[src/rtl/pipe_pkg.sv]
// pipe_pkg: shared state encoding and default widths for the skid-buffered pipeline stage
// Contents: pipe_state_e (EMPTY/BUSY/FULL), PIPE_DATA_W, PIPE_CNT_W
package pipe_pkg;
    typedef enum logic [1:0] {
        EMPTY = 2'd0,
        BUSY  = 2'd1,
        FULL  = 2'd2
    } pipe_state_e;
    localparam int PIPE_DATA_W = 32;
    localparam int PIPE_CNT_W  = 16;
endpackage

[src/rtl/pipe_sat_cnt.sv]
// pipe_sat_cnt: counter that increments once per cycle with inc high and sticks at all-ones
// Ports: clk, rst (sync, active-high) | inc -> one step per cycle | count -> current value
module pipe_sat_cnt #(
    parameter int CNT_W = 16
) (
    input  logic             clk,
    input  logic             rst,
    input  logic             inc,
    output logic [CNT_W-1:0] count
);
    always_ff @(posedge clk)
        if (rst)
            count <= '0;
        else if (inc && !(&count))
            count <= count + 1'b1;
endmodule

[src/rtl/pipe_skid_stage.sv]
// pipe_skid_stage: valid/ready pipeline stage with a main and a skid register, flush, optional perf counters
// Ports: clk, rst (sync, active-high), flush (drops held beats and any coinciding input)
//        upstream: in_valid, in_ready (flopped), in_data
//        downstream: out_valid, out_ready, out_data (flopped from the main register)
//        PIPE_PERF_CNT_EN only: stall_cnt (out_valid & ~out_ready cycles), bubble_cnt (~out_valid cycles)
module pipe_skid_stage
    import pipe_pkg::*;
#(
    parameter int DATA_W = PIPE_DATA_W,
    parameter int CNT_W  = PIPE_CNT_W
) (
    input  logic              clk,
    input  logic              rst,
    input  logic              flush,
    input  logic              in_valid,
    output logic              in_ready,
    input  logic [DATA_W-1:0] in_data,
    output logic              out_valid,
    input  logic              out_ready,
`ifdef PIPE_PERF_CNT_EN
    output logic [CNT_W-1:0]  stall_cnt,
    output logic [CNT_W-1:0]  bubble_cnt,
`endif
    output logic [DATA_W-1:0] out_data
);
    if (DATA_W < 1 || CNT_W < 2) begin : g_bad_param
        $error("pipe_skid_stage: DATA_W must be >= 1 and CNT_W >= 2");
    end

    pipe_state_e       state, state_nxt;
    logic [DATA_W-1:0] skid;
    logic              in_fire, out_fire, ld_main, ld_skid, main_from_skid;

    assign in_fire   = in_valid & in_ready;
    assign out_valid = state != EMPTY;
    assign out_fire  = out_valid & out_ready;

    // Flush forces EMPTY and suppresses every load, which also discards a coinciding input fire.
    always_comb begin
        state_nxt      = state;
        ld_main        = 1'b0;
        ld_skid        = 1'b0;
        main_from_skid = 1'b0;
        case (state)
            EMPTY: begin
                state_nxt = in_fire ? BUSY : EMPTY;
                ld_main   = in_fire;
            end
            BUSY: begin
                state_nxt = in_fire ? (out_fire ? BUSY : FULL) : (out_fire ? EMPTY : BUSY);
                ld_main   = in_fire & out_fire;
                ld_skid   = in_fire & ~out_fire;
            end
            FULL: begin
                state_nxt      = out_fire ? BUSY : FULL;
                ld_main        = out_fire;
                main_from_skid = 1'b1;
            end
            default: state_nxt = EMPTY;
        endcase
        if (flush) begin
            state_nxt = EMPTY;
            ld_main   = 1'b0;
            ld_skid   = 1'b0;
        end
    end

    // in_ready is the registered decode of the next state; held low through reset.
    always_ff @(posedge clk)
        if (rst) begin
            state    <= EMPTY;
            in_ready <= 1'b0;
            out_data <= '0;
            skid     <= '0;
        end else begin
            state    <= state_nxt;
            in_ready <= state_nxt != FULL;
            if (flush) begin
                out_data <= '0;
                skid     <= '0;
            end else begin
                if (ld_main)
                    out_data <= main_from_skid ? skid : in_data;
                if (ld_skid)
                    skid <= in_data;
            end
        end

`ifdef PIPE_PERF_CNT_EN
    pipe_sat_cnt #(.CNT_W(CNT_W)) u_stall_cnt (
        .clk  (clk),
        .rst  (rst),
        .inc  (out_valid & ~out_ready),
        .count(stall_cnt)
    );
    pipe_sat_cnt #(.CNT_W(CNT_W)) u_bubble_cnt (
        .clk  (clk),
        .rst  (rst),
        .inc  (~out_valid),
        .count(bubble_cnt)
    );
`endif
endmodule

[config.mk]
export PLATFORM = sky130hd
export DESIGN_NAME = pipe_skid_stage
export DESIGN_NICKNAME = d
export VERILOG_FILES = /design/src/rtl/pipe_pkg.sv /design/src/rtl/pipe_sat_cnt.sv /design/src/rtl/pipe_skid_stage.sv
export SDC_FILE = /design/constraint.sdc
export NUM_CORES = 1
export LEC_CHECK = 0
export BUFFER_PORTS_ARGS = -buffer_cell sky130_fd_sc_hd__buf_2
export CAP_MARGIN = 20
export CELL_PAD_IN_SITES_DETAIL_PLACEMENT = 1
export CELL_PAD_IN_SITES_GLOBAL_PLACEMENT = 2
export CORE_ASPECT_RATIO = 1.25
export CORE_UTILIZATION = 32
export CTS_CLUSTER_DIAMETER = 150
export DETAILED_ROUTE_END_ITERATION = 10
export PLACE_DENSITY = 0.82
export RECOVER_POWER = 25
export SYNTH_ARGS = -nofsm -noshare
export SYNTH_HDL_FRONTEND = slang
export SYNTH_SLANG_ARGS = --single-unit
export TNS_END_PERCENT = 1
[constraint.sdc]
create_clock -name clk -period 2.2 [get_ports clk]
set_input_delay 0.22 -clock clk [delete_from_list [all_inputs] [get_ports clk]]
set_output_delay 0.22 -clock clk [all_outputs]
set_load 0.05 [all_outputs]
## Word level (Yosys, flattened, before mapping)

Index checks and enable logic that the tools add are counted.

| word-level totals | value |
|---|---|
| word-level logic and storage cells | 27 |
| input bits | 37 |
| register bits | 67 |

| cells by class | value |
|---|---|
| reductions and logical operators | 3 |
| bitwise logic cells | 5 |
| equality and inequality tests | 3 |
| muxes and demuxes | 12 |

Operators by type and width:

| cell | number |
|---|---|
| $mux W32 | 1 |
| $mux W1 | 6 |
| $mux W2 | 3 |
| $pmux W2 S3 | 1 |
| $and A1 B1 Y1 | 4 |
| $pmux W1 S3 | 1 |
| $eq A2 B1 Y1 const B | 1 |
| $eq A2 B2 Y1 const B | 1 |
| $logic_not A2 Y1 | 1 |
| $ne A2 B2 Y1 const B | 1 |
| $reduce_bool A2 Y1 | 1 |
| $reduce_or A2 Y1 | 1 |
| $not A1 Y1 | 1 |

## Depth between registers and ports, before layout

Gate-level depths: netlist (run 1).

| depth | value |
|---|---|
| word-level depth | 7 |
| depth in mapped cells | 9 |
| mapped depth without buffers | 7 |

## Worst setup path after synthesis (run 1)

No wires, ideal clock.

| timing path | value |
|---|---|
| path kind | reg2reg |
| start point | register state[0] |
| end point | register out_data[17] |
| arrival | 2069 ps |
| slack | -9 ps |
| stages on the path, launching flop included | 10 |
| setup time | 140 ps |
| data required time | 2060 ps |
| cell sequence | dfxtp_1 -> buf_2 -> or2_2 -> nand2_1 -> inv_1 -> ha_1 -> and4bb_2 -> buf_2 -> a2111oi_2 -> a211oi_2 |

| between the ends | value |
|---|---|
| word-level cells in the longest chain between the ends | 5 |

Ends and longest elaborated chain:

| element | line | source |
|---|---|---|
| start: declaration | pipe_skid_stage.sv:30 | `pipe_state_e state, state_nxt;` |
| start signal: assignment | pipe_skid_stage.sv:76 | `state <= state_nxt;` |
| $reduce_bool A2 Y1 (*) | pipe_skid_stage.sv:35 | `assign out_valid = state != EMPTY;` |
| via out_valid | pipe_skid_stage.sv:18 | `output logic out_valid,` |
| $and A1 B1 Y1 (*) | pipe_skid_stage.sv:36 | `assign out_fire = out_valid & out_ready;` |
| $and A1 B1 Y1 | pipe_skid_stage.sv:51 | `ld_main = in_fire & out_fire;` |
| $pmux W1 S3 (*) | pipe_skid_stage.sv:44 | `case (state)` |
| $mux W1 (*) | pipe_skid_stage.sv:61 | `if (flush) begin` |
| end signal: assignment | pipe_skid_stage.sv:83 | `out_data <= main_from_skid ? skid : in_data;` |
| end: declaration | pipe_skid_stage.sv:24 | `output logic [DATA_W-1:0] out_data` |

Mark *: on every way through the listed nets, which the timed path passes. The rest lies on a longest branch.
A chain may end at the register's enable or synchronous reset.

## Final worst setup path (run 1)

| timing path | value |
|---|---|
| start point | register state[0] |
| end point | register out_data[26] |

| between the ends | value |
|---|---|
| word-level cells in the longest chain between the ends | 5 |

Ends and longest elaborated chain:

| element | line |
|---|---|
| $reduce_bool A2 Y1 | pipe_skid_stage.sv:35 |
| $and A1 B1 Y1 | pipe_skid_stage.sv:36 |
| $and A1 B1 Y1 | pipe_skid_stage.sv:51 |
| $pmux W1 S3 | pipe_skid_stage.sv:44 |
| $mux W1 | pipe_skid_stage.sv:61 |

Several ways; a longest one is shown, not always the timed one.

==> impl_metrics.tcl, run 1 <==
set metrics [dict create \
    status "finished, final reports clean" \
    cts_buffers 9 \
    synth_area_leaders "dfxtp_1 44%, mux2i_1 11%, nand2_1 8.1%, a2111oi_0 6.3%, a21oi_1 5.6%" \
    min_from "rst" \
    fill_cells 1099 \
    dr.pass1.iters 4 \
    grt_max_degree 49 \
    synth_top_area_share_pct 44.01 \
    rsz0062_at_grt "yes" \
    drtIter0Drc 55 \
    worst_r2r_path_depth 7 \
    worstPathArrival_ps 2320 \
    gp_congestion 0.7224 \
    path_buf_inv 1 \
    grt_util_all_layers_pct 18.11 \
    die-area_um2 9921 \
    grt_pass1_wl_um 13580 \
    holdWs_ps 54.16 \
    startpoint_type "flip-flop" \
    finalSetupViolations 0 \
    syn_inst 317 \
    root_buffer "clkbuf_16" \
    power_switching_mw 0.7275 \
    core-area_um2 9174 \
    maxSlewHeadroom_pct 59.44 \
    ys.warnings.count 0 \
    slowest_delay_ps 470 \
    drive_above_1_share_pct 27.42 \
    synth_area_leader_cell "dfxtp_1" \
    critPathMaxFanout 32 \
    period_share_pct 94.52 \
    vias_per_cell 5.243 \
    seq_area_frac_synth_pct 44.01 \
    worst_pin_slew_ps 611.0 \
    clk_latency_ps 330 \
    synth_most_common_cell "dfxtp_1" \
    async_flop_share_pct 0 \
    ys.flop_type "dfxtp_1" \
    syn_nets 356 \
    max_cap_viol_count 0 \
    finalNonFillerCells 506 \
    fin_crit_ps 2079 \
    synth_cell_types 27 \
    overflow 0 \
    slew_viol_final 0 \
    max-clock-path-buffers 2 \
    clk_pin_slew_worst_paths_ps 60 \
    finClkSkew_ps 6.409 \
    comb_power_share_pct 9.2 \
    clock.fmax_mhz 480.9 \
    leakage_nw 1.550 \
    sequentialPowerShare_pct 42.5 \
    critPathSlowestCell "a211o_4" \
    die_w_um 89.29 \
    final_nets 418 \
    dpl.hpwl_um 5493 \
    p_sw_share_pct 24.88 \
    first_global_vias 2713 \
    htree_levels 3 \
    io_buffers 70 \
    ios 71 \
    numClockSinks 67 \
    vias 2653 \
    whs_path_depth 2 \
    clkPwrFrac_pct 48.3 \
    cp.required_ps 2440 \
    antenna_found_initial 0 \
    tritoncts "yes" \
    worst-setup-path-type "reg2reg" \
    rows 39 \
    ant_nets 0 \
    power_density_nw_per_um2 768.1 \
    dp_cells 491 \
    tns_ps 0 \
    synth_common_cells "67 x dfxtp_1, 66 x nand2_1, 34 x a21oi_1" \
    critical_path.top_delay_family "compound AO/OA/AOI/OAI gates" \
    cp_cell_sequence "or2_4, nand2_1, inv_1, ha_1, and4bb_2, a211o_4, a211oi_1" \
    reg2reg_to "out_data[26]$_SDFFE_PP0P_" \
    start_util_pct 33.22 \
    intPower_mw 2.197 \
    rrSetupSlack_ps 120 \
    r2r-start "state[0]$_SDFF_PP0_" \
    finalWirelength_um 8434 \
    hold_viol_final 0 \
    synth_edf_count 0 \
    cts_hold_buf 0 \
    cp-end-kind "flip-flop" \
    avgSynthCellArea_um2 9.615 \
    setup.worst_path.start "state[0]$_SDFF_PP0_" \
    hold_path.class "in2reg" \
    num_antenna_cells 0 \
    post-route-drc-count 0 \
    syn-cell-area_um2 3048 \
    ys_ff_latch 67 \
    vdd_drop_max_uv 351.1 \
    area_delta_synth_final_pct 24.92 \
    holdPathEnd "in_ready$_SDFF_PP0_" \
    fp.dieH_um 111.1 \
    wire_per_inst_um 16.67 \
]
-- metrics by stage --
stage / worst slack, ps / total power [mW] / instance area (um2) / util (%)
6_report: 120.5 / 2.925 / 3807 / 41.50
2_1_floorplan: 119.7 / 1.448 / 3050 / -
5_1_grt: -16.84 / 3.035 / 3807 / 41.50
3_5_place_dp: 136.2 / 1.540 / 3532 / 38.50
3_3_place_gp: 183.8 / 1.537 / 3532 / 38.50
4_1_cts: 29.73 / 2.959 / 3825 / 41.69
-- registers in the layout, summed over array words and instances, names as in the netlist --
name	cells
out_data	32
skid	32
state	2
in_ready	1
-- cell families (layout without fill, tap and decap cells) --
family | Yosys count | after routing | share of synthesized area, %
buffers and inverters | 36 | 102 | 5.583
and+or+nand+nor | 78 | 78 | 11.45
adders and majority gates | 2 | 2 | 0.8209
muxes | 32 | 32 | 10.51
AOI/OAI and AO/OA | 102 | 102 | 27.63
DFF | 67 | 67 | 44.01
-- per-layer routing --
layer  vias to the layer above  GRT usage [%]  wire length (um)
li1                       1299              -                 -
met1                      1293          20.71              3484
met2                        53          31.81              4451
met3                         8          4.989               395
met4                         0          5.714               103
met5                         -              0                 0
-- cell type report --
| type | count | area, um2 | area share (%) |
|---|---|---|---|
| Sequential cell | 67 | 1341 | 35.23 |
| Multi-Input combinational cell | 214 | 1554 | 40.81 |
| Inverter | 2 | 7.507 | 0.1972 |
| Tap cell | 123 | 153.9 | 4.042 |
| Clock inverter | 6 | 66.31 | 1.742 |
| Clock buffer | 9 | 225.2 | 5.915 |
| Timing Repair Buffer | 85 | 459.2 | 12.06 |
-- power groups by stage --
stage | combinational [mW] | sequential [mW] | clock (mW)
6_report | 0.270 | 1.24 | 1.41
5_1_grt | 0.293 | 1.24 | 1.50
4_1_cts | 0.275 | 1.24 | 1.44
3_5_place_dp | 0.271 | 1.27 | 0
3_3_place_gp | 0.268 | 1.27 | 0
2_1_floorplan | 0.131 | 1.32 | 0
-- cell usage in the layout, fill, tap and decap left out, types with 2 or more instances in the layout --
cell type and count:
buf_4 13, a2111oi_0 16, a21oi_1 34, clkinvlp_4 3
nand3b_1 3, a211oi_2 10, a2111oi_1 5, ha_1 2
inv_1 2, a211oi_1 22, clkbuf_16 9, buf_2 47
nand2_1 66, clkbuf_1 23, a2111oi_2 11, buf_12 2
dfxtp_1 67, and4bb_2 2, mux2i_1 32
-- worst max path at each step --
stage	endpoint	slack (ps)	depth (start not counted)
final	out_data[26]$_SDFFE_PP0P_	120	7
after global routing	out_data[28]$_SDFFE_PP0P_	-20	8
after CTS	out_data[26]$_SDFFE_PP0P_	30	8
after detailed placement	out_data[11]$_SDFFE_PP0P_	140	8
after global placement	out_data[0]$_SDFFE_PP0P_	180	8
after floorplan	out_data[17]$_SDFFE_PP0P_	120	9
-- worst reg2reg max path: stages (launching register included) --
cell and delay (ps):
dfxtp_1 310, or2_4 250, nand2_1 100, inv_1 50, ha_1 190, and4bb_2 320
a211o_4 470, a211oi_1 310
-- what timing repair did --
item	CTS	global route
endpoints found under the setup margin	1	7
gates cloned	0	0
buffers inserted	0	0
resized for setup	1	6
pin swaps	0	0
endpoints found under the hold margin	0	0
No activity file was read; power rests on OpenSTA's default activity.
==> run 2: changes to the inputs <==
Settings changed: CORE_UTILIZATION 32 to 29, PLACE_DENSITY 0.82 to 0.79.
Clock period 2.2 ns to 1.9 ns, I/O delays scaled along.
==> run 2 against run 1 <==
  * Design area rose by 16%
  * Non-clock buffer count rose by 7
  * Flip-flop and latch count did not move
  * Critical path depth did not move
  * Clock power rose by 30%
  * Register-to-register slack got worse by 90 ps
  * Core utilization rose by 1.9 points
  * Clock skew fell by 1.8 ps
  * Via count rose by 2.9%
  * Sequential power rose by 17%
  * Wire length rose by 7.8%
  * First-iteration DRC count rose by 100%
==> impl_metrics.tcl, run 2 (synthesis gave the netlist of run 1 again) <==
set metrics [dict create \
    wire_per_inst_um 17.42 \
    vias_per_cell 5.230 \
    clk_pin_slew_worst_paths_ps 60 \
    num_antenna_cells 0 \
    final_nets 427 \
    fill_cells 1130 \
    drive_above_1_share_pct 35.62 \
    overflow 0 \
    ios 71 \
    multi_input_area_um2 2014 \
    first_global_vias 2807 \
    mostFrequentLayoutCells "67 x dfxtp_1, 65 x nand2_1, 50 x buf_2, 34 x a21oi_1, 32 x mux2i_1" \
    wl_met1_um 4020 \
    final_common_cell "dfxtp_1" \
    area_delta_synth_final_pct 44.70 \
    rsz0062_at_grt "yes" \
    postCtsSetupBuffers 0 \
    cp-end-kind "flip-flop" \
    hold_path.class "in2reg" \
    tns_ps 0 \
    start_util_pct 30.01 \
    clkPwrFrac_pct 49.7 \
    sequentialPowerShare_pct 39.3 \
    grt_max_degree 31 \
    slew_viol_final 0 \
    finClkSkew_ps 4.649 \
    leakage_nw 1.764 \
    worstPathArrival_ps 2110 \
    grt_pass1_wl_um 14420 \
    max_cap_viol_count 0 \
    period_share_pct 98.58 \
    gp_congestion 0.7360 \
    hold_viol_final 0 \
    wl_met3_um 268 \
    top_layer "met4" \
    critPathMaxFanout 8 \
    die_w_um 93.70 \
    power_density_nw_per_um2 834.7 \
    post-route-drc-count 0 \
    numClockSinks 67 \
    root_buffer "clkbuf_16" \
    intPower_mw 2.810 \
    die-area_um2 10930 \
    vdd_drop_max_uv 416.7 \
    power_switching_mw 0.8716 \
    io_buffers 70 \
    wl_met2_um 4607 \
    fin_crit_ps 1873 \
    vias 2730 \
    seqCellArea_um2 1341 \
    status "finished, final reports clean" \
    clk_latency_ps 330 \
    clock.fmax_mhz 533.9 \
    grt_util_all_layers_pct 17.45 \
    maxSlewHeadroom_pct 58.21 \
    finalWirelength_um 9092 \
    drtIter0Drc 110 \
    max-clock-path-buffers 2 \
    fin_util_pct 43.42 \
    htree_levels 3 \
    cts_buffers 9 \
    rows 41 \
    ant_nets 0 \
    finalSetupViolations 0 \
    worst_pin_slew_ps 626.9 \
    startpoint_type "flip-flop" \
    fp.dieH_um 116.6 \
    dr.pass1.iters 4 \
    comb_power_share_pct 11.1 \
    dpl.hpwl_um 6129 \
    tritoncts "yes" \
    antenna_found_initial 0 \
    core-area_um2 10160 \
    p_sw_share_pct 23.67 \
    largestRegisters "out_data (32), skid (32), state (2)" \
    cp.required_ps 2140 \
    worst-setup-path-type "reg2reg" \
]
==> run 2: cell count changes in the layout (fill, tap and decap cells not counted), moves of 3 or more <==
cell / previous run / this run
a2111oi_0: 16 / 2
a2111oi_1: 5 / 0
a2111oi_2: 11 / 6
a2111oi_4: 0 / 24
buf_12: 2 / 5
buf_2: 47 / 50
buf_4: 13 / 16
==> run 2: cell type report <==
class | instances | area share (%)
sequential | 67 | 30.41
clock inverter | 4 | 1.645
inverter | 2 | 0.1702
tap | 129 | 3.660
timing repair buffer | 92 | 12.62
multi-input combinational | 216 | 45.67
clock buffer | 12 | 5.816
==> run 2: path summary, 6_finish.rpt <==
| kind | start | end | slack [ps] | depth (start not counted) |
|---|---|---|---|---|
| setup reg to reg | state[1]$_SDFF_PP0_ | out_data[21]$_SDFFE_PP0P_ | 30 | 7 |
| setup / recovery | state[1]$_SDFF_PP0_ | out_data[21]$_SDFFE_PP0P_ | 30 | 7 |
| hold reg to reg | skid[23]$_SDFFE_PP0P_ | skid[23]$_SDFFE_PP0P_ | 460 | 2 |
| hold / removal | rst | in_ready$_SDFF_PP0_ | 20 | 2 |
==> run 2: routing by layer <==
layer | vias up | GRT usage, %
met5 | - | 0
met4 | 0 | 8.205
met1 | 1339 | 21.16
li1 | 1324 | -
met3 | 15 | 3.125
met2 | 52 | 29.83
==> run 2: repair_timing <==
item	in CTS	in global routing
resized for setup	4	4
pin swaps	1	7
gates cloned	1	1
hold buffers	0	0
setup endpoints to repair	24	27
==> run 2: worst max-delay path, cell delays in order (launching register included) <==
cell and delay (ps):
dfxtp_1 310, or2_4 250, nand2_2 70, inv_1 40, ha_1 190, and4bb_4 260, a211o_2 420, a211oi_2 240
==> run 2: power by group through the flow <==
| stage | logic (mW) | registers, mW | clock network, mW |
|---|---|---|---|
| after floorplan | 0.223 | 1.53 | 0 |
| after global placement | 0.391 | 1.47 | 0 |
| after detailed placement | 0.398 | 1.48 | 0 |
| after CTS | 0.407 | 1.44 | 1.87 |
| after global routing | 0.437 | 1.45 | 1.94 |
| final | 0.407 | 1.45 | 1.83 |
==> run 2: stage by stage <==
step / total power [mW] / std cells / hold WS [ps] / setup slack [ps] / instance area [um2]
2_1_floorplan: 1.753 / 317 / 259.1 / -17.35 / 3487
3_3_place_gp: 1.866 / 504 / 357.5 / 58.64 / 4015
3_5_place_dp: 1.873 / 504 / 361.9 / -63.18 / 4015
4_1_cts: 3.717 / 521 / 13.86 / -21.03 / 4384
5_1_grt: 3.828 / 522 / 33.17 / -67.39 / 4410
6_report: 3.682 / 522 / 21.86 / 26.90 / 4410
